## config.mk

```make
export PLATFORM = sky130hd
export DESIGN_NAME = axis_master_port
export DESIGN_NICKNAME = d
export VERILOG_FILES = /design/src/rtl/resizer_pkg.sv /design/src/rtl/entry_unpack.sv /design/src/rtl/axis_master_port.sv
export SDC_FILE = /design/constraint.sdc
export NUM_CORES = 1
export LEC_CHECK = 0
export ABC_AREA = 1
export BUFFER_PORTS_ARGS = -buffer_cell sky130_fd_sc_hd__buf_2
export CORE_MARGIN = 10
export CORE_UTILIZATION = 46
export CTS_CLUSTER_SIZE = 30
export DETAILED_ROUTE_END_ITERATION = 6
export PLACE_DENSITY = 0.73
export SLEW_MARGIN = 0
export SYNTH_ARGS = -nofsm -noshare
export SYNTH_HDL_FRONTEND = slang
export SYNTH_SLANG_ARGS = --single-unit
```

## constraint.sdc

```tcl
create_clock -name clk -period 1.8 [get_ports clk]
set_input_delay 0 -clock clk [delete_from_list [all_inputs] [get_ports clk]]
set_output_delay 0 -clock clk [all_outputs]
set_load 0.02 [all_outputs]
```

## src/rtl/resizer_pkg.sv

```systemverilog
`default_nettype none
// ============================================================================
// Module      : resizer_pkg
// Description : Shared definitions for the AXI-Stream resizer. Holds the
//               buffer-side lane layout {last, keep, data} so the entry
//               buffer and the master port agree on bit positions, plus the
//               master-port state encoding.
// Revision    : 1.0 - initial release
// ============================================================================
package resizer_pkg;

    // Data bits carried by one lane.
    localparam int LANE_DATA_W = 1;

    // Lane field offsets, with data occupying the LSBs.
    localparam int KEEP_BIT    = LANE_DATA_W;
    localparam int LAST_BIT    = LANE_DATA_W + 1;
    localparam int LANE_W      = LANE_DATA_W + 2;

    typedef struct packed {
        logic                   last;
        logic                   keep;
        logic [LANE_DATA_W-1:0] data;
    } lane_t;

    typedef enum logic [1:0] {
        ST_EMPTY = 2'd0,
        ST_ONE   = 2'd1,
        ST_TWO   = 2'd2
    } st_e;

endpackage : resizer_pkg
`default_nettype wire

```

## src/rtl/entry_unpack.sv

```systemverilog
`default_nettype none
// ============================================================================
// Module      : entry_unpack
// Description : Combinational decode of one buffer entry into beat fields.
//   entry     in  : M_KEEP_WIDTH lanes, lane 0 in the LSBs
//   tdata     out : concatenated lane data, lane 0 least significant
//   tkeep     out : lane keep bits
//   tlast     out : OR of lane last bits
//   is_null   out : no keep and no last -> entry carries nothing
//   order_err out : some lane above a last-lane still has keep set
// Revision    : 1.0 - initial release
// ============================================================================
module entry_unpack
    import resizer_pkg::*;
#(
    parameter int T_DATA_WIDTH = LANE_DATA_W,
    parameter int M_KEEP_WIDTH = 2,
    parameter int LANE_SZ      = T_DATA_WIDTH + 2,
    parameter int ENTRY_SZ     = LANE_SZ * M_KEEP_WIDTH
) (
    input  logic [ENTRY_SZ-1:0]                  entry,
    output logic [T_DATA_WIDTH*M_KEEP_WIDTH-1:0] tdata,
    output logic [M_KEEP_WIDTH-1:0]              tkeep,
    output logic                                 tlast,
    output logic                                 is_null,
    output logic                                 order_err
);

    lane_t w_lane;
    logic  w_seen_last;

    always_comb begin
        tdata       = '0;
        tkeep       = '0;
        tlast       = 1'b0;
        order_err   = 1'b0;
        w_seen_last = 1'b0;
        w_lane      = '0;
        for (int i = 0; i < M_KEEP_WIDTH; i++) begin
            w_lane.last = entry[i*LANE_SZ + LAST_BIT];
            w_lane.keep = entry[i*LANE_SZ + KEEP_BIT];
            w_lane.data = entry[i*LANE_SZ +: LANE_DATA_W];

            tdata[i*T_DATA_WIDTH +: T_DATA_WIDTH] = w_lane.data;
            tkeep[i] = w_lane.keep;

            // A kept lane after a lane that already closed the packet.
            if (w_seen_last && w_lane.keep) begin
                order_err = 1'b1;
            end
            if (w_lane.last) begin
                w_seen_last = 1'b1;
                tlast       = 1'b1;
            end
        end
        is_null = ~(|tkeep) && !tlast;
    end

endmodule : entry_unpack
`default_nettype wire

```

## src/rtl/axis_master_port.sv

```systemverilog
`default_nettype none
// ============================================================================
// Module      : axis_master_port
// Description : Resizer output stage. Pops entries from the show-ahead entry
//               buffer and drives the master AXI-Stream port through an
//               output register backed by a skid register, so tready never
//               reaches the buffer combinationally. Null entries are dropped,
//               lane ordering around tlast is checked, beats/packets counted.
//   clk, rst              : clock, synchronous active-high reset
//   entry_i/entry_empty_i : buffer head entry and its empty flag
//   entry_ready_o         : pop request (registered-state decode only)
//   m_axis_*              : master AXI-Stream beat
//   beat_cnt_o/pkt_cnt_o  : wrapping handshake / tlast-handshake counters
//   proto_err_o           : sticky lane-order error
// Revision    : 1.0 - initial release
// ============================================================================
module axis_master_port
    import resizer_pkg::*;
#(
    parameter int T_DATA_WIDTH = LANE_DATA_W,
    parameter int M_KEEP_WIDTH = 2,
    parameter int LANE_SZ      = T_DATA_WIDTH + 2,
    parameter int ENTRY_SZ     = LANE_SZ * M_KEEP_WIDTH,
    parameter int CNT_W        = 16
) (
    input  logic                                 clk,
    input  logic                                 rst,
    input  logic [ENTRY_SZ-1:0]                  entry_i,
    input  logic                                 entry_empty_i,
    output logic                                 entry_ready_o,
    output logic [T_DATA_WIDTH*M_KEEP_WIDTH-1:0] m_axis_tdata,
    output logic [M_KEEP_WIDTH-1:0]              m_axis_tkeep,
    output logic                                 m_axis_tlast,
    output logic                                 m_axis_tvalid,
    input  logic                                 m_axis_tready,
    output logic [CNT_W-1:0]                     beat_cnt_o,
    output logic [CNT_W-1:0]                     pkt_cnt_o,
    output logic                                 proto_err_o
);

    localparam int DW = T_DATA_WIDTH * M_KEEP_WIDTH;

    st_e                    r_state;
    st_e                    w_next_state;

    logic [DW-1:0]           r_out_data;
    logic [M_KEEP_WIDTH-1:0] r_out_keep;
    logic                    r_out_last;
    logic [DW-1:0]           r_skid_data;
    logic [M_KEEP_WIDTH-1:0] r_skid_keep;
    logic                    r_skid_last;

    logic [CNT_W-1:0]        r_beat_cnt;
    logic [CNT_W-1:0]        r_pkt_cnt;
    logic                    r_proto_err;

    logic [DW-1:0]           w_ent_data;
    logic [M_KEEP_WIDTH-1:0] w_ent_keep;
    logic                    w_ent_last;
    logic                    w_ent_null;
    logic                    w_ent_order_err;

    logic                    w_pop;
    logic                    w_pop_real;
    logic                    w_hs;
    logic                    w_load_out_entry;
    logic                    w_load_out_skid;
    logic                    w_load_skid;

    entry_unpack #(
        .T_DATA_WIDTH (T_DATA_WIDTH),
        .M_KEEP_WIDTH (M_KEEP_WIDTH),
        .LANE_SZ      (LANE_SZ),
        .ENTRY_SZ     (ENTRY_SZ)
    ) u_unpack (
        .entry     (entry_i),
        .tdata     (w_ent_data),
        .tkeep     (w_ent_keep),
        .tlast     (w_ent_last),
        .is_null   (w_ent_null),
        .order_err (w_ent_order_err)
    );

    // ---------------- FSM: state register ----------------
    always_ff @(posedge clk) begin
        if (rst) begin
            r_state <= ST_EMPTY;
        end else begin
            r_state <= w_next_state;
        end
    end

    // ---------------- FSM: next state ----------------
    always_comb begin
        w_next_state = r_state;
        case (r_state)
            ST_EMPTY: begin
                if (w_pop_real) begin
                    w_next_state = ST_ONE;
                end
            end
            ST_ONE: begin
                if (m_axis_tready) begin
                    if (!w_pop_real) begin
                        w_next_state = ST_EMPTY;
                    end
                end else if (w_pop_real) begin
                    w_next_state = ST_TWO;
                end
            end
            ST_TWO: begin
                if (m_axis_tready) begin
                    w_next_state = ST_ONE;
                end
            end
            default: w_next_state = ST_EMPTY;
        endcase
    end

    // ---------------- FSM: outputs ----------------
    // Both decode registered state only; rst gates the pop request so the
    // buffer is never drained while the port is being flushed.
    always_comb begin
        m_axis_tvalid = (r_state == ST_ONE) || (r_state == ST_TWO);
        entry_ready_o = (r_state != ST_TWO) && !rst;
    end

    // ---------------- datapath control ----------------
    assign w_pop      = entry_ready_o && !entry_empty_i;
    assign w_pop_real = w_pop && !w_ent_null;
    assign w_hs       = m_axis_tvalid && m_axis_tready;

    always_comb begin
        w_load_out_entry = 1'b0;
        w_load_out_skid  = 1'b0;
        w_load_skid      = 1'b0;
        case (r_state)
            ST_EMPTY: w_load_out_entry = w_pop_real;
            ST_ONE: begin
                w_load_out_entry = w_pop_real && m_axis_tready;
                w_load_skid      = w_pop_real && !m_axis_tready;
            end
            ST_TWO:   w_load_out_skid = m_axis_tready;
            default: ;
        endcase
    end

    always_ff @(posedge clk) begin
        if (rst) begin
            r_out_data  <= '0;
            r_out_keep  <= '0;
            r_out_last  <= 1'b0;
            r_skid_data <= '0;
            r_skid_keep <= '0;
            r_skid_last <= 1'b0;
        end else begin
            if (w_load_out_entry) begin
                r_out_data <= w_ent_data;
                r_out_keep <= w_ent_keep;
                r_out_last <= w_ent_last;
            end else if (w_load_out_skid) begin
                r_out_data <= r_skid_data;
                r_out_keep <= r_skid_keep;
                r_out_last <= r_skid_last;
            end
            if (w_load_skid) begin
                r_skid_data <= w_ent_data;
                r_skid_keep <= w_ent_keep;
                r_skid_last <= w_ent_last;
            end
        end
    end

    // ---------------- counters and error flag ----------------
    always_ff @(posedge clk) begin
        if (rst) begin
            r_beat_cnt  <= '0;
            r_pkt_cnt   <= '0;
            r_proto_err <= 1'b0;
        end else begin
            if (w_hs) begin
                r_beat_cnt <= r_beat_cnt + 1'b1;
                if (r_out_last) begin
                    r_pkt_cnt <= r_pkt_cnt + 1'b1;
                end
            end
            if (w_pop && w_ent_order_err) begin
                r_proto_err <= 1'b1;
            end
        end
    end

    assign m_axis_tdata = r_out_data;
    assign m_axis_tkeep = r_out_keep;
    assign m_axis_tlast = r_out_last;
    assign beat_cnt_o   = r_beat_cnt;
    assign pkt_cnt_o    = r_pkt_cnt;
    assign proto_err_o  = r_proto_err;

endmodule : axis_master_port
`default_nettype wire
```

==> results summary <==
Entering global routing, the biggest net connects 16 pins. The fraction of layout cells with a size suffix above 1 came out at 18.9%. The final estimated routing congestion in global placement came out at ~0.84. The maximum clock frequency came out at ~600 MHz.

The post-synthesis mux area share is 0%. The initial antenna violation count is 0. The met2 usage in global routing is between 20% and 30%. The maximum root-to-sink buffer count came out at 2.

The die covers 8130 µm². The Yosys step of the flow raised 0 warnings. The aggregate negative setup slack came out at 0 ns. The total number of clock tree sinks came out at 45. The simple logic cell fraction of the synthesized area came out at between 30 and 40%. The floorplan step set the die width to between 90 and 100 µm. Clock skew on the completed layout was measured at approximately 0.0031 ns. The clock transition at the registers of the reported paths came out at ~0.080 ns. The arrival time of the worst setup path is between 1.5 and 2 ns. The via count normalized by instance count came out at around 4.8. The most critical setup path has its startpoint at r_state[1]. The per-instance average area after synthesis is between 6 and 7 µm². The TritonCTS buffer count is 5. On the critical path, the stage with the largest delay is an instance of sky130_fd_sc_hd__dfxtp_2. The terminus of the critical flop-to-flop path is pkt_cnt_o[14].

The count of nets after finishing came out at a little over 400. Measured in cells, the most critical reg-to-reg path has a length of 9. The total non-filler cell area in the finished layout is ~2800 µm². The wire length reported by the detailed router came out at between 5000 and 6000 µm. TritonCTS built the clock tree. The maximum level of the CTS H-tree is 2. The number of nets in the synthesized netlist is 350. The insertion delay of the later-clocked pin in the worst-skew pair came out at approximately 0.29 ns. The number of global-route vias before repair was between 2000 and 2500. The number of diodes added for antenna fixing came out at 0. The share of the clock period used by the worst path came out at between 90% and 100%. The worst-case headroom to the max-slew limit is 77.0%. The effective utilization at floorplan is a little under half. The placement-stage cell area came out at roughly 2600 µm². The vias after detailed routing is 2228.

Summing the areas of all compound-gate instances in the mapped netlist gives a little under an eighth of the synthesized area. For this run, the register share of the synthesized area comes to 39.8%. The port buffer count came out at between 40 and 50. The number of flip-flops and latches in the synthesized netlist is 45. The cell count after synthesis is approximately 330. Synthesis instantiated 25 different standard cells from the library.

met2 is the most crowded layer. The number of design rule violations left after detail routing is 0. The number of cells on the worst hold path is 3. The number of pins exceeding their max-slew limit in the final report is 0. For this run, the slowest stage of the critical path takes 0.36 ns. The leakage dissipation came out at 0.00125 µW. The worst voltage drop across the vdd grid came out at between 0.0004 and 0.0005 V. The residual overflow from global routing is 0. The worst-case hold slack is approximately 0.0082 ns. The element type at the critical path start is a register.

The reported max-cap violation count came out at 0. The reg2reg setup slack is approximately 0.15 ns. The area of the mapped netlist came out at ~2300 µm². The floorplan step set the die height to between 90 and 100 µm.

The startpoint of the lowest-slack register-to-register path is r_state[1]. The routed design could run at a clock period as short as 1.65 ns. The total iterations of the first detailed-routing run came out at 4. The number of nets with antenna violations after detailed routing is 0. The placed wire-length estimate after detailed placement is 4170 µm. In this run the worst hold path is classified as in2reg. The met1 track demand over resource in global routing is between 10% and 20%.

The average wire length per cell after detail routing came out at around 12 µm. The synthesis-to-layout area growth came out at 21.7%. The total chip power came out at between 2000 and 3000 µW.

By startpoint and endpoint, the worst setup path is classified as reg2reg. The cell seen most often among critical-path stages is sky130_fd_sc_hd__nand3_1. The xor and xnor area share after synthesis is 0.773%. The number of failing setup endpoints in the final timing report is 0. By area, the combinational part of the netlist is dominated by simple AND/OR/NAND/NOR gates. The area share of fa/ha/maj cells after synthesis came out at 3.31%. In this run the worst path has a maximum fanout of 8. STA classifies the critical path endpoint as a register. The number of failing hold endpoints at the final stage is 0. The cell sitting at the root of the clock tree is a sky130_fd_sc_hd__clkbuf_8. At the pin with the least slew margin, the transition time is about 0.34 ns. The final core utilization came out at between 50 and 60%. Dividing total power by cell area gives a power density of ~900 nW/µm². The number of core rows is 25.

Across every metal layer, demand over resource in global routing totals around 13%. The critical path ends at pkt_cnt_o[14]. Walking the worst path, the cells encountered are inv_1 > ha_1 > nand2_4 > nor2_8 > nand3_1 > nor2_4 > nand3_1 > nand2_1 > nor2_1. For this block, the initial DRC count from the detailed router was ~110.

The first global-routing pass estimated approximately 9000 µm of wire. The required arrival time at the worst endpoint came out at approximately 2 ns. The run finished with clean final reports. The met3 global-route usage is 3.57%.

The I/O pin count is 50. The placeable core area came out at 4750 µm².
-- timing repair --
item                       CTS  global route
gates resized for setup      1             7
hold endpoints to repair     2             0
hold buffers                 2             0
pin swaps                    0             3
buffers inserted             0             2
setup endpoints to repair    2            21
-- where the power goes --
group / leakage, µW / internal, µW / total, µW / switching [µW]
sequential: 0.000364 / 1070 / 1120 / 52.7
clock: 0.0000395 / 277 / 610 / 334
combinational: 0.000849 / 277 / 796 / 519
-- metrics by stage --
stage / setup WS, ns / cells
3_5_place_dp: 0.0171 / 451
3_3_place_gp: 0.0960 / 451
2_1_floorplan: 0.0195 / 334
4_1_cts: 0.0215 / 461
5_1_grt: -0.0218 / 463
6_report: 0.146 / 463
-- synthesized netlist by cell type (all sizes together) --
cell / number / area (µm²)
a21oi: 24 / 120
and3: 1 / 6.26
buf: 2 / 11.3
clkbuf: 3 / 11.3
dfxtp: 45 / 901
ha: 6 / 75.1
inv: 53 / 199
nand2: 63 / 239
nand3: 21 / 130
nand4: 11 / 68.8
nor2: 67 / 285
nor3: 6 / 41.3
nor3b: 1 / 7.51
o21ai: 26 / 130
o21bai: 2 / 15.0
or2: 1 / 6.26
xnor2: 1 / 8.76
xor2: 1 / 8.76
-- per-layer routing --
| layer | up-vias | routed length [µm] | part of all wire (%) |
|---|---|---|---|
| li1 | 1181 | - | - |
| met1 | 998 | 2500 | 47 |
| met2 | 44 | 2540 | 47 |
| met3 | 5 | 252 | 4.7 |
| met4 | 0 | 68 | 1.3 |
| met5 | - | 0 | 0 |
-- cells in the final DEF (no fill, tap or decap), types with 6 or more instances in the layout --
master / n
sky130_fd_sc_hd__o21ai_0: 26
sky130_fd_sc_hd__buf_2: 49
sky130_fd_sc_hd__dfxtp_1: 43
sky130_fd_sc_hd__nand3_1: 19
sky130_fd_sc_hd__a21oi_1: 24
sky130_fd_sc_hd__nand2_1: 62
sky130_fd_sc_hd__nand4_1: 11
sky130_fd_sc_hd__ha_1: 6
sky130_fd_sc_hd__buf_4: 8
sky130_fd_sc_hd__nor2_1: 60
sky130_fd_sc_hd__inv_1: 53
-- sequential cells by signal, indices dropped and copies added, names as in the netlist --
name,cells
r_state,2
beat_cnt_o,16
m_axis_tdata,2
r_skid_last,1
proto_err_o,1
m_axis_tkeep,2
m_axis_tlast,1
r_skid_keep,2
pkt_cnt_o,16
r_skid_data,2
-- critical path, delay by kind of cell (launching register included) --
kind | cells | cell delay [ns]
and+or+nand+nor | 7 | 0.78
buffers and inverters | 1 | 0.07
DFF | 1 | 0.36
adders and majority gates | 1 | 0.35
-- how the worst min path moves through the flow --
stage	start	endpoint	slack, ns
6_report	entry_i[4]	proto_err_o	0.008
5_1_grt	entry_i[4]	proto_err_o	0.02
4_1_cts	entry_i[4]	proto_err_o	0.007
3_5_place_dp	entry_i[2]	proto_err_o	0.30
3_3_place_gp	entry_i[2]	proto_err_o	0.30
2_1_floorplan	rst	proto_err_o	0.07
-- cell type report --
cell class	instances	area (µm²)
fillers	462	2000
multi-input cells	231	1160
flip-flops and latches	45	903
repair buffers	59	325
inverters	53	199
well taps	67	83.8
clock buffers	8	80.1
-- cells by family after synthesis --
group	Yosys count
buffers and inverters	58
adder cells (fa/ha/maj)	6
AND/OR/NAND/NOR	171
AO/OA/AOI/OAI	52
flip-flops	45
XOR/XNOR	2
No activity file was read; power rests on OpenSTA's default activity.
